`config.mk`:
```
export PLATFORM = sky130hd
export DESIGN_NAME = aucohl_uart_tx
export DESIGN_NICKNAME = d
export VERILOG_FILES = /design/src/rtl/aucohl_uart_tx.sv
export SDC_FILE = /design/constraint.sdc
export NUM_CORES = 1
export LEC_CHECK = 0
export CAP_MARGIN = 20
export CELL_PAD_IN_SITES_DETAIL_PLACEMENT = 0
export CELL_PAD_IN_SITES_GLOBAL_PLACEMENT = 1
export CORE_MARGIN = 8
export CORE_UTILIZATION = 38
export CTS_BUF_LIST = sky130_fd_sc_hd__clkbuf_2 sky130_fd_sc_hd__clkbuf_4 sky130_fd_sc_hd__clkbuf_8
export DETAILED_ROUTE_END_ITERATION = 10
export GPL_TIMING_DRIVEN = 0
export HOLD_SLACK_MARGIN = 0.15
export MAX_ROUTING_LAYER = met4
export PLACE_DENSITY = 0.83
export SYNTH_ARGS = -nofsm -noshare
export SYNTH_HDL_FRONTEND = slang
export SYNTH_SLANG_ARGS = --single-unit
```
`constraint.sdc`:
```
create_clock -name clk -period 2.75 [get_ports clk]
set_input_delay 0.6875 -clock clk [delete_from_list [all_inputs] [get_ports clk]]
set_output_delay 0.6875 -clock clk [all_outputs]
set_load 0.01 [all_outputs]
```
`src/rtl/aucohl_uart_tx.sv`:
```
// aucohl_uart_tx: UART transmitter that pops words from a FIFO and sends
// start, data (LSB first), optional parity and one or two stop bits.
// Each bit lasts 16 prescaler ticks; a tick is emitted every baud_div+1 clocks.
module aucohl_uart_tx #(
    parameter int MDW  = 9,
    parameter int DIVW = 16
) (
    input  logic            clk,
    input  logic            rst_n,
    input  logic            en,
    input  logic [DIVW-1:0] baud_div,
    input  logic [3:0]      data_size,
    input  logic            stop2,
    input  logic [2:0]      parity_type,
    input  logic            fifo_empty,
    input  logic [MDW-1:0]  fifo_rdata,
    output logic            fifo_rd,
    output logic            tx,
    output logic            busy,
    output logic            done
);

    typedef enum logic [2:0] {
        S_IDLE,
        S_START,
        S_DATA,
        S_PARITY,
        S_STOP
    } state_t;

    state_t          r_state;
    logic [DIVW-1:0] r_presc;
    logic [3:0]      r_tick;
    logic [MDW-1:0]  r_shift;
    logic [3:0]      r_bit;
    logic            r_par;
    logic            r_stop_cnt;
    logic            r_tx;
    logic            r_busy;
    logic            r_done;

    logic            w_pop;
    logic            w_tick;
    logic            w_bit_end;
    logic [DIVW-1:0] w_presc_nxt;
    logic [3:0]      w_tick_nxt;
    logic            w_pre_end;
    logic [3:0]      w_n;
    logic            w_par_en;
    logic            w_par_bit;
    logic            w_last_stop;

    // Pop qualifier: only from IDLE, and forced low while reset is held.
    assign w_pop   = (r_state == S_IDLE) && en && !fifo_empty;
    assign fifo_rd = w_pop && rst_n;

    assign tx   = r_tx;
    assign busy = r_busy;
    assign done = r_done;

    assign w_tick      = (r_presc == baud_div);
    assign w_bit_end   = w_tick && (r_tick == 4'hF);
    assign w_presc_nxt = w_tick ? '0 : r_presc + DIVW'(1);
    assign w_tick_nxt  = w_tick ? r_tick + 4'd1 : r_tick;
    // True when the coming cycle will be the last cycle of the current bit;
    // lets done be registered yet line up with the final stop-bit cycle.
    assign w_pre_end   = (w_presc_nxt == baud_div) && (w_tick_nxt == 4'hF);

    assign w_n = (data_size < 4'd5) ? 4'd5 :
                 (data_size > 4'd9) ? 4'd9 : data_size;

    assign w_last_stop = !stop2 || r_stop_cnt;

    // Parity decode; r_par holds the XOR of the data bits already sent.
    always_comb begin
        w_par_en  = 1'b1;
        w_par_bit = 1'b0;
        case (parity_type)
            3'b001:  w_par_bit = ~r_par;
            3'b010:  w_par_bit = r_par;
            3'b100:  w_par_bit = 1'b0;
            3'b101:  w_par_bit = 1'b1;
            default: w_par_en  = 1'b0;
        endcase
    end

    // Frame sequencer with registered line, busy and done outputs.
    always_ff @(posedge clk or negedge rst_n) begin
        if (!rst_n) begin
            r_state    <= S_IDLE;
            r_presc    <= '0;
            r_tick     <= '0;
            r_shift    <= '0;
            r_bit      <= '0;
            r_par      <= 1'b0;
            r_stop_cnt <= 1'b0;
            r_tx       <= 1'b1;
            r_busy     <= 1'b0;
            r_done     <= 1'b0;
        end else begin
            r_done <= 1'b0;
            if (r_state != S_IDLE) begin
                r_presc <= w_presc_nxt;
                r_tick  <= w_tick_nxt;
            end
            case (r_state)
                S_IDLE: begin
                    if (w_pop) begin
                        r_shift    <= fifo_rdata;
                        r_presc    <= '0;
                        r_tick     <= '0;
                        r_bit      <= '0;
                        r_par      <= 1'b0;
                        r_stop_cnt <= 1'b0;
                        r_tx       <= 1'b0;
                        r_busy     <= 1'b1;
                        r_state    <= S_START;
                    end
                end
                S_START: begin
                    if (w_bit_end) begin
                        r_tx    <= r_shift[0];
                        r_par   <= r_shift[0];
                        r_shift <= r_shift >> 1;
                        r_bit   <= '0;
                        r_state <= S_DATA;
                    end
                end
                S_DATA: begin
                    if (w_bit_end) begin
                        if (r_bit == w_n - 4'd1) begin
                            r_stop_cnt <= 1'b0;
                            if (w_par_en) begin
                                r_tx    <= w_par_bit;
                                r_state <= S_PARITY;
                            end else begin
                                r_tx    <= 1'b1;
                                r_state <= S_STOP;
                            end
                        end else begin
                            r_tx    <= r_shift[0];
                            r_par   <= r_par ^ r_shift[0];
                            r_shift <= r_shift >> 1;
                            r_bit   <= r_bit + 4'd1;
                        end
                    end
                end
                S_PARITY: begin
                    if (w_bit_end) begin
                        r_tx    <= 1'b1;
                        r_state <= S_STOP;
                    end
                end
                S_STOP: begin
                    if (w_bit_end) begin
                        if (w_last_stop) begin
                            r_busy  <= 1'b0;
                            r_state <= S_IDLE;
                        end else begin
                            r_stop_cnt <= 1'b1;
                        end
                    end else begin
                        r_done <= w_last_stop && w_pre_end;
                    end
                end
                default: r_state <= S_IDLE;
            endcase
        end
    end

endmodule

```
==> results of run 1 <==
==> sequential cells by signal, indices dropped and copies added (netlist names) <==
| name | cells |
|---|---|
| r_stop_cnt | 1 |
| busy | 1 |
| r_state | 3 |
| r_bit | 4 |
| r_presc | 16 |
| r_tick | 4 |
| r_shift | 9 |
| done | 1 |
| r_par | 1 |
| tx | 1 |
==> how the worst min path moves through the flow <==
stage / from / endpoint / slack [ns] / cells past startpoint
floorplan: rst_n / busy / 0.39 / 0
global placement: r_shift[1] / r_shift[1] / 0.47 / 2
detailed placement: r_shift[3] / r_shift[3] / 0.47 / 2
CTS: rst_n / r_presc[6] / 0.26 / 1
global route: rst_n / r_presc[7] / 0.25 / 1
finish: rst_n / r_presc[6] / 0.26 / 1
==> kinds of logic after synthesis <==
| family | Yosys count | synth area share (%) |
|---|---|---|
| AND/OR/NAND/NOR | 148 | 25.3 |
| buffers and inverters | 25 | 3.83 |
| AO/OA/AOI/OAI | 99 | 19.6 |
| adder cells (fa/ha/maj) | 4 | 1.68 |
| multiplexers | 9 | 3.03 |
| flip-flops | 41 | 34.5 |
| XOR/XNOR | 41 | 12.1 |
==> final cells by class <==
type,instances,area (µm²),share of cell area (%)
Inverter,6,22.5,0.581
Clock buffer,7,90.1,2.32
Sequential cell,41,1030,26.5
Clock inverter,1,7.51,0.194
Timing Repair Buffer,55,513,13.2
Multi-Input combinational cell,302,1980,51.0
Tap cell,102,128,3.29
Buffer,17,109,2.81
==> report_power, final <==
part	total, mW	switching [mW]	internal [mW]	leakage (nW)
Sequential	0.669	0.0277	0.641	0.477
Combinational	0.375	0.203	0.173	1.07
Clock	0.432	0.218	0.214	0.0479
==> layer usage <==
| metal | up-vias | global-route usage, % | wire length (µm) |
|---|---|---|---|
| met5 | - | - | 0 |
| met4 | 0 | 3.10 | 57 |
| met3 | 4 | 2.91 | 386 |
| met2 | 57 | 25.1 | 4000 |
| met1 | 1398 | 19.5 | 3840 |
| li1 | 1426 | - | - |
==> worst register-to-register path, delay by kind of cell, from the launching register on <==
kind | cells | cell delay (ns)
buf+inv | 2 | 0.30
flops | 1 | 0.38
xor+xnor | 1 | 0.14
compound gates | 1 | 0.13
simple gates | 5 | 1.54
mux | 1 | 0.18
==> synth_stat cells (6+ instances only) <==
library cell,instances
a21oi_1,20
clkbuf_1,13
dfrtp_1,40
inv_1,6
mux2i_1,9
nand2_1,55
nand2b_1,6
nand3_1,9
nand3b_1,7
nand4_1,6
nor2_1,26
nor3_1,11
o21ai_0,46
o31ai_1,10
xnor2_1,26
xor2_1,15
==> stage by stage <==
stage / hold WS, ns / instances / area [µm²] / TNS [ns] / total power, mW
finish: 0.256 / 531 / 3870 / -0.00495 / 1.48
CTS: 0.256 / 526 / 3760 / -0.105 / 1.49
floorplan: 0.392 / 367 / 3010 / -0.100 / 0.905
global route: 0.250 / 531 / 3870 / -0.154 / 1.56
detailed placement: 0.473 / 510 / 3550 / -30.95 / 1.04
global placement: 0.466 / 509 / 3540 / -41.66 / 1.03
==> timing repair <==
action	in CTS	in global routing
setup endpoints to repair	41	24
pin swaps	12	14
gates resized for setup	46	20
setup buffers	9	5
cloned	0	1
==> flow_summary.ini, run 1 <==
[synth]
ys.warnings.count = 0
syn_area_um2 = 2980
ys_ff_latch = 41
synthArstFlopShare_pct = 100
synthCells = 367
yosysSeqAreaShare_pct = 34.5
synth_nets = 408
synth-main-ff-cell = dfrtp_1
yosysUniqueCellTypes = 50
synth_area_leaders = dfrtp_1 (34%), o21ai_0 (7.7%), xnor2_1 (7.7%)
yosysTopAreaCell = dfrtp_1
synth_top_area_share_pct = 33.6
synth_edf_count = 0
avgSynthCellArea_um2 = 8.11

[cells_and_area]
nets = 469
mostFrequentLayoutCells = nand2_1 (55), o21ai_0 (46), dfrtp_1 (39)
nFillCells = 756
utilization_pct = 50.7
mostFrequentLayoutCell = nand2_1
syn2layout_area_growth_pct = 30.2
drive_above_1_share_pct = 15.2
antenna_cells = 0

[worst_setup_path]
rrSetupSlack_ns = 0.02
startpoint = baud_div[2]
r2r_start = r_presc[2]
cp_num_buf_inv = 2
cp_slowest_cell = or4_4
crit_end = done
worstSetupPathDepth = 10
crit_path_max_fanout = 4
crit_family = simple AND/OR/NAND/NOR gates
cp.required_ns = 2.98
crit_chain = buf_8 > xor2_2 > or4_4 > nor4_4 > buf_4 > mux2i_1 > o2111ai_1 > or4b_1 > nor3_1 > and4_1
ff2ff_path_depth = 10
critPathMaxStageDelay_ns = 0.52
critPathArrivalTime_ns = 2.99
cp-end-kind = flip-flop
startpoint_type = input port
worstReg2RegEnd = done
critPathKind = input port to flip-flop

[place]
dp_hpwl_mm = 6.04
place.gp.congestion = 0.824
io_buffer_count = 40
dp_slack_ns = -1.07

[routing]
drt-initial-drc-count = 135
vias = 2885
wire_per_inst_um = 15.6
first_pass_iters = 4
postRouteAntennaNets = 0
routed_wl_mm = 8.28
via_per_inst = 5.43
drc = 0

[sta]
period_needed_ns = 2.75
setup_viol = 1
rsz0062_at_grt = yes
slew_violations = 0
slew_headroom_pct = 28.7
fin_worst_skew_ns = 0.00424
tightestPinTransition_ns = 1.07
max_freq_mhz = 363
finalHoldViolCount = 0
fin_ws_ns = -0.00495
period_share_pct = 100

[grt]
grt_pass1_wl_mm = 13.8
grtUsageTotal_pct = 15.5
grt_pass1_vias = 2862
grt_overflow = 0
grt_max_degree = 28
antenna_found_initial = 0

[clocking]
clock-root-buffer = clkbuf_8
clk_latency_ns = 0.29
clock_sink_count = 41
clockBufferDepth = 2
tritoncts = done
cts_max_level = 2
path_clk_slew_ns = 0.08
postCtsHoldBufs = 0
numCtsBuffers = 5

[floorplan]
die_h_um = 105
row_count = 32
start_util_pct = 38.9
design.core.area_um2 = 7650
ios = 41
die_w_um = 105
die-area_um2 = 10900

[power_and_ir_drop]
irDropWorstVdd_mv = 0.204
leakagePower_nw = 1.59
power_density_nw_per_um2 = 381

[run_status]
violations = negative setup slack
status = finished, violations left

[run]
drv_cap = 0

[min_path]
hold_class = input port to async pin
No activity file was read; power rests on OpenSTA's default activity.
==> run 2: changes to the inputs <==
CAP_MARGIN = default   (was 20)
clock period = 2.46 ns   (was 2.75 ns; I/O delays follow)
==> flow_summary.ini, run 2 (synthesis results as in run 1) <==
[run_status]
status = finished, violations left
violations = negative setup slack

[cells_and_area]
largest_reg_flops = 16
top_regs = r_presc: 16 flops, r_shift: 9 flops
drive_above_1_share_pct = 24.8
nFillCells = 697
antenna_cells = 0
final_cell_count_no_fill = 545
mostFrequentLayoutCells = nand2_1 (54), dfrtp_1 (38), xnor2_1 (24), nor2_1 (24), o21ai_1 (23)
nets = 483
largest_register = r_presc
syn2layout_area_growth_pct = 44.1
mostFrequentLayoutCell = nand2_1
utilization_pct = 56.1

[floorplan]
die_h_um = 105
die_w_um = 105
ios = 41
start_util_pct = 38.9
design.core.area_um2 = 7650
die-area_um2 = 10900
row_count = 32

[routing]
first_pass_iters = 4
drc = 0
wire_per_inst_um = 16.1
vias = 2949
routed_wl_mm = 8.77
via_per_inst = 5.41
drt-initial-drc-count = 173
postRouteAntennaNets = 0

[sta]
slew_headroom_pct = 25.4
fin_worst_skew_ns = 0.0104
period_needed_ns = 2.86
period_share_pct = 116
rsz0062_at_grt = yes
slew_violations = 0
setup_viol = 32
setup_tns_ns = -5.33
fin_ws_ns = -0.404
tightestPinTransition_ns = 1.12
max_freq_mhz = 349
hold_slack_ns = 0.256
finalHoldViolCount = 0

[worst_setup_path]
critPathKind = input port to flip-flop
crit_path_max_fanout = 4
cp-end-kind = flip-flop
startpoint_type = input port
critPathArrivalTime_ns = 3.09
cp.required_ns = 2.69

[place]
dp_slack_ns = -1.21
dp_hpwl_mm = 5.95
place.gp.congestion = 0.831
place_inst = 510
io_buffer_count = 40

[power_and_ir_drop]
irDropWorstVdd_mv = 0.200
power_density_nw_per_um2 = 420
leakagePower_nw = 1.76

[grt]
grt_pass1_wl_mm = 14.4
grtUsageTotal_pct = 16.2
grt_overflow = 0
antenna_found_initial = 0
grt_max_degree = 25
grt_pass1_vias = 2964

[clocking]
tritoncts = done
numCtsBuffers = 5
clk_latency_ns = 0.30
clockBufferDepth = 2
cts_max_level = 2
clock-root-buffer = clkbuf_8
path_clk_slew_ns = 0.09
postCtsHoldBufs = 0
clock_sink_count = 41

[min_path]
hold_class = input port to async pin

[run]
drv_cap = 0
run 2: cell types whose count changed in the layout (fill, tap and decap cells not counted), moves of 3 or more:
cell,before,now
buf_6,4,17
clkdlybuf4s50_1,21,18
o21ai_2,0,7
buf_8,1,6
o31ai_1,10,6
o21ai_0,46,15
o31ai_2,0,4
o21ai_1,0,23
run 2: per-stage QoR:
stage / total power [mW] / cell area, µm²
detailed placement: 1.16 / 3570
floorplan: 1.01 / 3030
finish: 1.80 / 4290
CTS: 1.78 / 4040
global route: 1.88 / 4290
global placement: 1.15 / 3550
run 2: cell type report:
type	count	area (µm²)	share of cell area, %
inverter	6	22.5	0.525
timing repair buffer	72	724	16.9
tap	102	128	2.98
clock inverter	2	37.5	0.875
sequential	41	1030	24.0
clock buffer	6	82.6	1.93
buffer	15	120	2.80
multi-input combinational	301	2140	50.0
run 2: final timing paths:
path / startpoint / to / slack, ns / depth (start not counted)
max reg2reg: r_presc[2] / done / -0.36 / 9
min reg2reg: r_shift[3] / r_shift[3] / 0.49 / 2
min: rst_n / busy / 0.26 / 1
max: baud_div[3] / done / -0.40 / 10
min in group clk: r_shift[3] / r_shift[3] / 0.49 / 2
max in group asynchronous: rst_n / tx / 1.65 / 2
run 2: what timing repair did:
action                                  in CTS  in global routing
buffers inserted                            17                 13
resized for setup                           73                 80
gates cloned                                 3                  0
endpoints found under the setup margin      42                 40
pin swaps                                   18                 28
run 2: worst max-delay path, cell delays in order:
cell and delay [ns]:
dlygate4sd2_1 0.28, xnor2_1 0.26, nand4_1 0.20, nor4_4 0.31, buf_4 0.19, mux2i_1 0.18
o2111ai_1 0.14, or4b_4 0.53, nor3_2 0.17, and4_1 0.21
run 2: power breakdown:
group	switching [mW]	internal [mW]
combinational	0.241	0.210
sequential	0.0365	0.717
clock	0.266	0.331
run 2: layer usage:
| metal | track usage, % | vias to the layer above | part of all wire (%) | wire [µm] |
|---|---|---|---|---|
| met3 | 3.47 | 15 | 4.4 | 382 |
| met2 | 27.4 | 76 | 50 | 4360 |
| li1 | - | 1463 | - | - |
| met5 | - | - | 0 | 0 |
| met1 | 19.3 | 1395 | 44 | 3850 |
| met4 | 3.72 | 0 | 2.0 | 174 |
